**src/rtl/pc_issue_if.sv**
```systemverilog
// Handshake and control bundle between pc_issue_stage and the fetch register.
// The trap/trap_addr members exist only when PC_MISALIGN_TRAP_EN is defined.
interface pc_issue_if;
  logic        ready_in;
  logic        valid_out;
  logic [31:0] data_out;
  logic        redirect_valid;
  logic [31:0] redirect_target;
  logic        halt_req;
  logic        halted;
  logic [31:0] issue_count;
`ifdef PC_MISALIGN_TRAP_EN
  logic        trap;
  logic [31:0] trap_addr;

  modport master (
    input  ready_in, redirect_valid, redirect_target, halt_req,
    output valid_out, data_out, halted, issue_count, trap, trap_addr
  );
  modport slave (
    output ready_in, redirect_valid, redirect_target, halt_req,
    input  valid_out, data_out, halted, issue_count, trap, trap_addr
  );
`else
  modport master (
    input  ready_in, redirect_valid, redirect_target, halt_req,
    output valid_out, data_out, halted, issue_count
  );
  modport slave (
    output ready_in, redirect_valid, redirect_target, halt_req,
    input  valid_out, data_out, halted, issue_count
  );
`endif
endinterface

```
**src/rtl/pc_issue_stage.sv**
```systemverilog
// Sequential PC issue stage: valid/ready transmitter with redirect, halt and drain.
// Optional misaligned-redirect trap enabled by defining PC_MISALIGN_TRAP_EN.
module pc_issue_stage #(
  parameter logic [31:0] RESET_PC = 32'h0000_0000,
  parameter logic [31:0] PC_STEP  = 32'd4
) (
  input logic         CLK,
  input logic         RST,
  input logic         CE,
  pc_issue_if.master  bus
);

  typedef enum logic [1:0] {S_IDLE, S_RUN, S_DRAIN, S_HALT} state_t;

  state_t      state_q, state_d;
  logic [31:0] pc_q, pc_d;
  logic [31:0] cnt_q, cnt_d;
  logic        valid;
  logic        xfer;
  logic        redir_ok;
  logic        redir_bad;
  logic        trap_hold;

  assign valid    = (state_q == S_RUN) || (state_q == S_DRAIN);
  assign xfer     = valid && bus.ready_in;
  assign redir_ok = bus.redirect_valid && !redir_bad;

`ifdef PC_MISALIGN_TRAP_EN
  logic        trap_q, trap_d;
  logic [31:0] trap_addr_q, trap_addr_d;

  assign redir_bad     = bus.redirect_valid && (bus.redirect_target[1:0] != 2'b00);
  assign trap_hold     = trap_q;
  assign bus.trap      = trap_q;
  assign bus.trap_addr = trap_addr_q;

  always_comb begin
    trap_d      = trap_q;
    trap_addr_d = trap_addr_q;
    if (redir_bad && (state_q != S_IDLE)) begin
      trap_d      = 1'b1;
      trap_addr_d = bus.redirect_target;
    end
  end

  always_ff @(posedge CLK) begin
    if (RST) begin
      trap_q      <= 1'b0;
      trap_addr_q <= '0;
    end else if (CE) begin
      trap_q      <= trap_d;
      trap_addr_q <= trap_addr_d;
    end
  end
`else
  assign redir_bad = 1'b0;
  assign trap_hold = 1'b0;
`endif

  always_comb begin
    state_d = state_q;
    pc_d    = pc_q;
    cnt_d   = cnt_q;
    // Transfer bookkeeping first; a valid redirect then overrides the address
    // while the transfer is still counted.
    if (xfer) begin
      cnt_d = cnt_q + 32'd1;
      pc_d  = pc_q + PC_STEP;
    end
    if (redir_ok) pc_d = bus.redirect_target & ~32'd3;

    unique case (state_q)
      S_IDLE: begin
        state_d = S_RUN;
        pc_d    = pc_q;
      end
      S_RUN: begin
        if (redir_bad)
          state_d = S_HALT;
        else if (bus.halt_req)
          state_d = (xfer || redir_ok) ? S_HALT : S_DRAIN;
      end
      S_DRAIN: begin
        if (redir_bad || redir_ok || (xfer && bus.halt_req))
          state_d = S_HALT;
        else if (!bus.halt_req)
          state_d = S_RUN;
      end
      S_HALT: begin
        if (!bus.halt_req && !trap_hold && !redir_bad)
          state_d = S_RUN;
      end
      default: state_d = S_IDLE;
    endcase
  end

  always_ff @(posedge CLK) begin
    if (RST) begin
      state_q <= S_IDLE;
      pc_q    <= RESET_PC;
      cnt_q   <= '0;
    end else if (CE) begin
      state_q <= state_d;
      pc_q    <= pc_d;
      cnt_q   <= cnt_d;
    end
  end

  assign bus.valid_out   = valid;
  assign bus.data_out    = pc_q;
  assign bus.halted      = (state_q == S_HALT);
  assign bus.issue_count = cnt_q;

endmodule

```
**src/flat_wrapper.sv**
```systemverilog
// flat-port wrapper written by rule: the top's interface ports become plain ports
module pc_issue_stage_flat 
#(
  parameter logic [31:0] RESET_PC = 32'h0000_0000,
  parameter logic [31:0] PC_STEP  = 32'd4
)
  (CLK, RST, CE, bus_ready_in, bus_redirect_valid, bus_redirect_target, bus_halt_req, bus_valid_out, bus_data_out, bus_halted, bus_issue_count);
  pc_issue_if bus_i ();
  input logic CLK;
  input logic RST;
  input logic CE;
  input wire logic [$bits(bus_i.ready_in)-1:0] bus_ready_in;
  input wire logic [$bits(bus_i.redirect_valid)-1:0] bus_redirect_valid;
  input wire logic [$bits(bus_i.redirect_target)-1:0] bus_redirect_target;
  input wire logic [$bits(bus_i.halt_req)-1:0] bus_halt_req;
  output wire logic [$bits(bus_i.valid_out)-1:0] bus_valid_out;
  output wire logic [$bits(bus_i.data_out)-1:0] bus_data_out;
  output wire logic [$bits(bus_i.halted)-1:0] bus_halted;
  output wire logic [$bits(bus_i.issue_count)-1:0] bus_issue_count;
  assign bus_i.ready_in = bus_ready_in;
  assign bus_i.redirect_valid = bus_redirect_valid;
  assign bus_i.redirect_target = bus_redirect_target;
  assign bus_i.halt_req = bus_halt_req;
  assign bus_valid_out = bus_i.valid_out;
  assign bus_data_out = bus_i.data_out;
  assign bus_halted = bus_i.halted;
  assign bus_issue_count = bus_i.issue_count;
  pc_issue_stage #(.RESET_PC(RESET_PC), .PC_STEP(PC_STEP)) u_core (.CLK(CLK), .RST(RST), .CE(CE), .bus(bus_i));
endmodule
```
**config.mk**
```make
export PLATFORM = sky130hd
export DESIGN_NAME = pc_issue_stage_flat
export DESIGN_NICKNAME = d
export VERILOG_FILES = /design/src/rtl/pc_issue_if.sv /design/src/rtl/pc_issue_stage.sv /design/src/flat_wrapper.sv
export SDC_FILE = /design/constraint.sdc
export NUM_CORES = 1
export LEC_CHECK = 0
export ABC_AREA = 1
export CORE_AREA = 2 2 128 117
export DETAILED_ROUTE_END_ITERATION = 16
export DIE_AREA = 0 0 130 119
export PLACE_DENSITY = 0.62
export SYNTH_ARGS = -nofsm -noshare
export SYNTH_HDL_FRONTEND = slang
export SYNTH_SLANG_ARGS = --single-unit
```
**constraint.sdc**
```tcl
create_clock -name CLK -period 2.64 [get_ports CLK]
set_input_delay 0.396 -clock CLK [delete_from_list [all_inputs] [get_ports CLK]]
set_output_delay 0.396 -clock CLK [all_outputs]
set_load 0.02 [all_outputs]
```
After elaboration in Yosys (flattened, before gate mapping)
Cells that the tools add are included.
W data, S select, Z words.
{ "classes": {"n_addsub": 2, "n_eq_ne": 4, "n_mux": 7, "n_bitwise": 1, "n_reduce_logical": 10} }
{ "op_table": {"columns": ["operator", "n"], "rows": [
  ["$mux W32", 2],
  ["$add A32 B1 Y32 const B", 1],
  ["$add A32 B3 Y32 const B", 1],
  ["$pmux W2 S4", 1],
  ["$mux W2", 3],
  ["$eq A2 B2 Y1 const B", 2],
  ["$reduce_and A2 Y1", 2],
  ["$logic_or A1 B1 Y1", 3],
  ["$reduce_and A3 Y1", 1],
  ["$eq A2 B1 Y1 const B", 1],
  ["$logic_and A1 B1 Y1", 2],
  ["$logic_not A2 Y1", 1],
  ["$ne A2 B2 Y1 const B", 1],
  ["$reduce_bool A2 Y1", 1],
  ["$mux W1", 1],
  ["$not A1 Y1", 1]
]} }
{ "word_totals": {"ff_bits": 66, "input_bits": 38, "output_inout_bits": 66, "elab_cells": 27} }

Depth between registers and ports, before layout
{ "depth": {"word_depth": 7, "ltp_mapped": 12, "mapped_depth_nobuf": 12} }

Least setup slack after synthesis
OpenSTA, ideal clock, no wires.
{ "synth_timing": {"kind": "reg2reg", "from": "reg u_core.state_q[0]", "to": "reg u_core.cnt_q[23], in the netlist u_core.bus.issue_count[23]", "setup_time_ns": 0.113, "arrival_time_ns": 1.785, "required_ns": 2.527, "setup_slack_ns": 0.742, "path_stages_with_launch": 11, "n_path_buf": 1, "synth_period_minus_slack_ns": 1.898, "path_cell_list": "dfxtp_1 inv_1 ha_1 nand3_1 buf_2 nor2_4 nand3_4 nor2_8 nand2_1 o21ai_1 nor2_1"} }
{ "synth_between": {"elab_chain_len": 4, "word_cells_on_any_way": 5, "classes_between": "eq/ne: 2; reduce/logical: 3"} }
{ "synth_lines": {"columns": ["element", "line", "text"], "rows": [
  ["from (decl)", "pc_issue_stage.sv:15", "state_t state_q, state_d;"],
  ["from (signal assigned)", "pc_issue_stage.sv:103", "state_q <= state_d;"],
  ["$eq A2 B1 Y1 / $eq A2 B2 Y1 (equally long branches)", "pc_issue_stage.sv:24", "assign valid = (state_q == S_RUN) || (state_q == S_DRAIN);"],
  ["$logic_or A1 B1 Y1 (*)", "pc_issue_stage.sv:24", null],
  ["net bus_valid_out", "flat_wrapper.sv:16", "output wire logic [$bits(bus_i.valid_out)-1:0] bus_valid_out;"],
  ["$logic_and A1 B1 Y1 (*)", "pc_issue_stage.sv:25", "assign xfer = valid && bus.ready_in;"],
  ["$reduce_and A2 Y1 (no line) (*)", null, null],
  ["to (signal assigned)", "pc_issue_stage.sv:105", "cnt_q <= cnt_d;"],
  ["to (decl)", "pc_issue_stage.sv:17", "logic [31:0] cnt_q, cnt_d;"]
]} }
Mark *: on every way through the listed nets, which the timed path passes. The rest lies on a longest branch.
A chain may end at the register's enable or synchronous reset.

Final worst setup path
{ "layout_timing": {"from": "reg u_core.state_q[0]", "to": "out bus_valid_out"} }
{ "layout_between": {"elab_chain_len": 2, "word_cells_on_any_way": 3, "classes_between": "eq/ne: 2; reduce/logical: 1"} }
{ "layout_lines": {"columns": ["element", "line"], "rows": [
  ["$eq A2 B1 Y1 / $eq A2 B2 Y1 (equally long branches)", "pc_issue_stage.sv:24"],
  ["$logic_or A1 B1 Y1 (*)", "pc_issue_stage.sv:24"],
  ["to (decl)", "flat_wrapper.sv:16"]
]} }
Mark *: on every way between the ends. The rest lies on a longest branch, timed or not.

==> impl_metrics.ini <==
[run_status]
status = complete, no violations

[critical_path]
arrival_ps = 1800
crit_required_ps = 2240
path_class = flip-flop to primary output
cp-end-kind = primary output
worstPathCellList = inv_1 -> ha_1 -> clkdlybuf4s50_1
worstPathMaxFanout = 5
cpPeakStageDelay_ps = 620
startpoint_type = flip-flop
rrSetupSlack_ps = 530
reg2reg_from = u_core.state_q[0]
r2r.worst_path.cells = 11
worst-path-buf-inv = 2
crit_family = buffers and inverters
r2r_end = u_core.bus.issue_count[24]
cpMaxStageDelayCell = clkdlybuf4s50_1

[detailed_routing]
wire_per_inst_um = 12.8
wl_um = 13000
drc = 0
routed_via_density = 4.64
drtIter0Drc = 295
vias = 4687
dr.pass1.iters = 5
postRouteAntennaNets = 0

[cells_and_area]
regArea_mm2 = 0.00128
syn_to_final_growth_pct = 36.0
final_cell_mix = nand2_1, nor2_1, clkdlybuf4s50_1, inv_1, dfxtp_1
antennaDiodeCount = 0
finalInstanceArea_mm2 = 0.00568
final_cells = 1010
n_fill_cell = 1564
drive_gt1_share_pct = 5.17
nNetsFinal = 851
final_common_cell = nand2_1
multi_input_area_mm2 = 0.00253

[floorplan]
rows = 42
die_y_um = 119
dieWidth_um = 130
dieArea_mm2 = 0.0155
pin_count = 104
initial_core_util_pct = 29.1
core_area_mm2 = 0.0143

[clock_tree]
hold_buffers = 0
cts-buffers-inserted = 9
cts_sinks = 64
cts_setup_buffers = 0
root_buffer = clkbuf_16
cts_tree = yes
htreeDepth = 3
clk_pin_slew_worst_paths_ps = 50
ctsResizeCount = 0
clockBufferDepth = 2
clkLatencyLatePin_ps = 330

[logic_synthesis]
synthesis.area_mm2 = 0.00417
synth-seq-area-share_pct = 30.7
ys_top_cells_by_area = dfxtp_1, nand2_1, nor2_1
synth_edf_count = 0
synthCells = 711
yosys.area.top_type_share_pct = 30.7
synthFlopType = dfxtp_1
avgSynthCellArea_um2 = 5.87
synth_cell_types = 40
ys_ff_latch = 64
ys_async_sr_fraction_pct = 0
synth_area_leader_cell = dfxtp_1
yosysWarningCount = 0

[timing]
whs_ps = 511
final.setup_skew_ps = 4.52
setup_tns_ps = 0
drv_slew = 0
fmax_mhz = 456
fin_crit_sh_pct = 83.0
period_minus_slack_ps = 2190
setup_slack_ps = 448
setup_violations = 0
tightest_slew_ps = 655
max_slew_margin_pct = 56.3
rsz0062_at_grt = no
hold_viol = 0

[power_and_ir_drop]
pwr_density_cell_mw_per_mm2 = 459
irDropWorstVdd_uv = 283
p_leak_uw = 0.00200

[min_path]
hold_depth = 2
min_to = u_core.bus.data_out[31]
hold_class = flip-flop to flip-flop
worstHoldStart = u_core.bus.data_out[31]

[global_routing]
grt_pass1_vias = 4209
grt_antenna_before_repair = 0
grtUsageTotal_pct = 17.1
gr-total-overflow = 0
grt_max_degree = 47
grt_first_pass_wirelength_um = 21200

[placement]
io_buffer_count = 99
place_area_mm2 = 0.00536
pre_cts_ws_ps = 406
placed_cells = 994
post-dp-hpwl_um = 9530
place.gp.congestion = 0.870

[job]
max_cap_violations = 0
-- registers in the layout, summed over array words and instances (netlist names) --
register and cells:
u_core.bus.issue_count 32, u_core.bus.data_out 30, u_core.state_q 2
-- metal layers --
layer	global-route usage (%)	vias to the layer above	part of all wire, %
met5	0	-	0
met1	26.5	2118	52
met2	23.9	110	42
met3	1.93	15	4.1
met4	6.45	0	1.8
li1	-	2444	-
-- tightest hold or removal path, delay by kind of cell (launching register included) --
family	cells	cell delay, ps
compound gates	1	60
flops	1	330
simple gates	1	70
-- synth_stat cells (4+ instances only) --
cell / number
nand2_1: 228
nor2_1: 130
inv_1: 70
dfxtp_1: 64
nand3_1: 47
a21oi_1: 43
o21ai_0: 32
nor3_1: 11
clkbuf_1: 10
nand4_1: 9
nor2_2: 8
buf_2: 7
ha_1: 6
xor2_1: 6
a31oi_1: 4
nand3b_1: 4
-- per-stage QoR --
step / power [µW] / util (%)
after floorplan: 1200 / -
after global placement: 1340 / 37.4
after detailed placement: 1340 / 37.4
after CTS: 2630 / 39.6
after global routing: 2710 / 39.6
final: 2610 / 39.6
-- layout make-up --
| type | instances | area share, % |
|---|---|---|
| multi-input cells | 554 | 44.5 |
| flip-flops and latches | 64 | 22.6 |
| repair buffers | 105 | 18.2 |
| inverters | 73 | 4.83 |
| clock buffers | 13 | 4.41 |
| well taps | 198 | 4.36 |
| clock inverters | 3 | 1.15 |
-- power breakdown --
group / leakage, µW / switching [µW] / internal, µW
logic: 0.00133 / 162 / 135
registers: 0.000517 / 31.3 / 989
clock network: 0.000154 / 436 / 852
-- worst max path at each step --
stage                            startpoint                         end  slack [ps]  depth (start not counted)
after global placement                   CE  u_core.bus.issue_count[24]         410                         10
after CTS                 u_core.state_q[0]               bus_valid_out         420                          3
after global routing      u_core.state_q[0]  u_core.bus.issue_count[20]         310                         11
after detailed placement                 CE  u_core.bus.issue_count[24]         410                         10
final                     u_core.state_q[0]               bus_valid_out         450                          3
after floorplan           u_core.state_q[0]  u_core.bus.issue_count[23]         740                         10
-- cell families after synthesis --
family                     count (synthesis)  share of synthesized area (%)
and+or+nand+nor                          452                           46.0
other                                      1                         0.0898
buffers and inverters                     94                           8.84
DFF                                       64                           30.7
AOI/OAI and AO/OA                         87                           11.1
adders and majority gates                  6                           1.80
xor gates and xnor gates                   7                           1.47
Power figures use the tool's default switching activity.
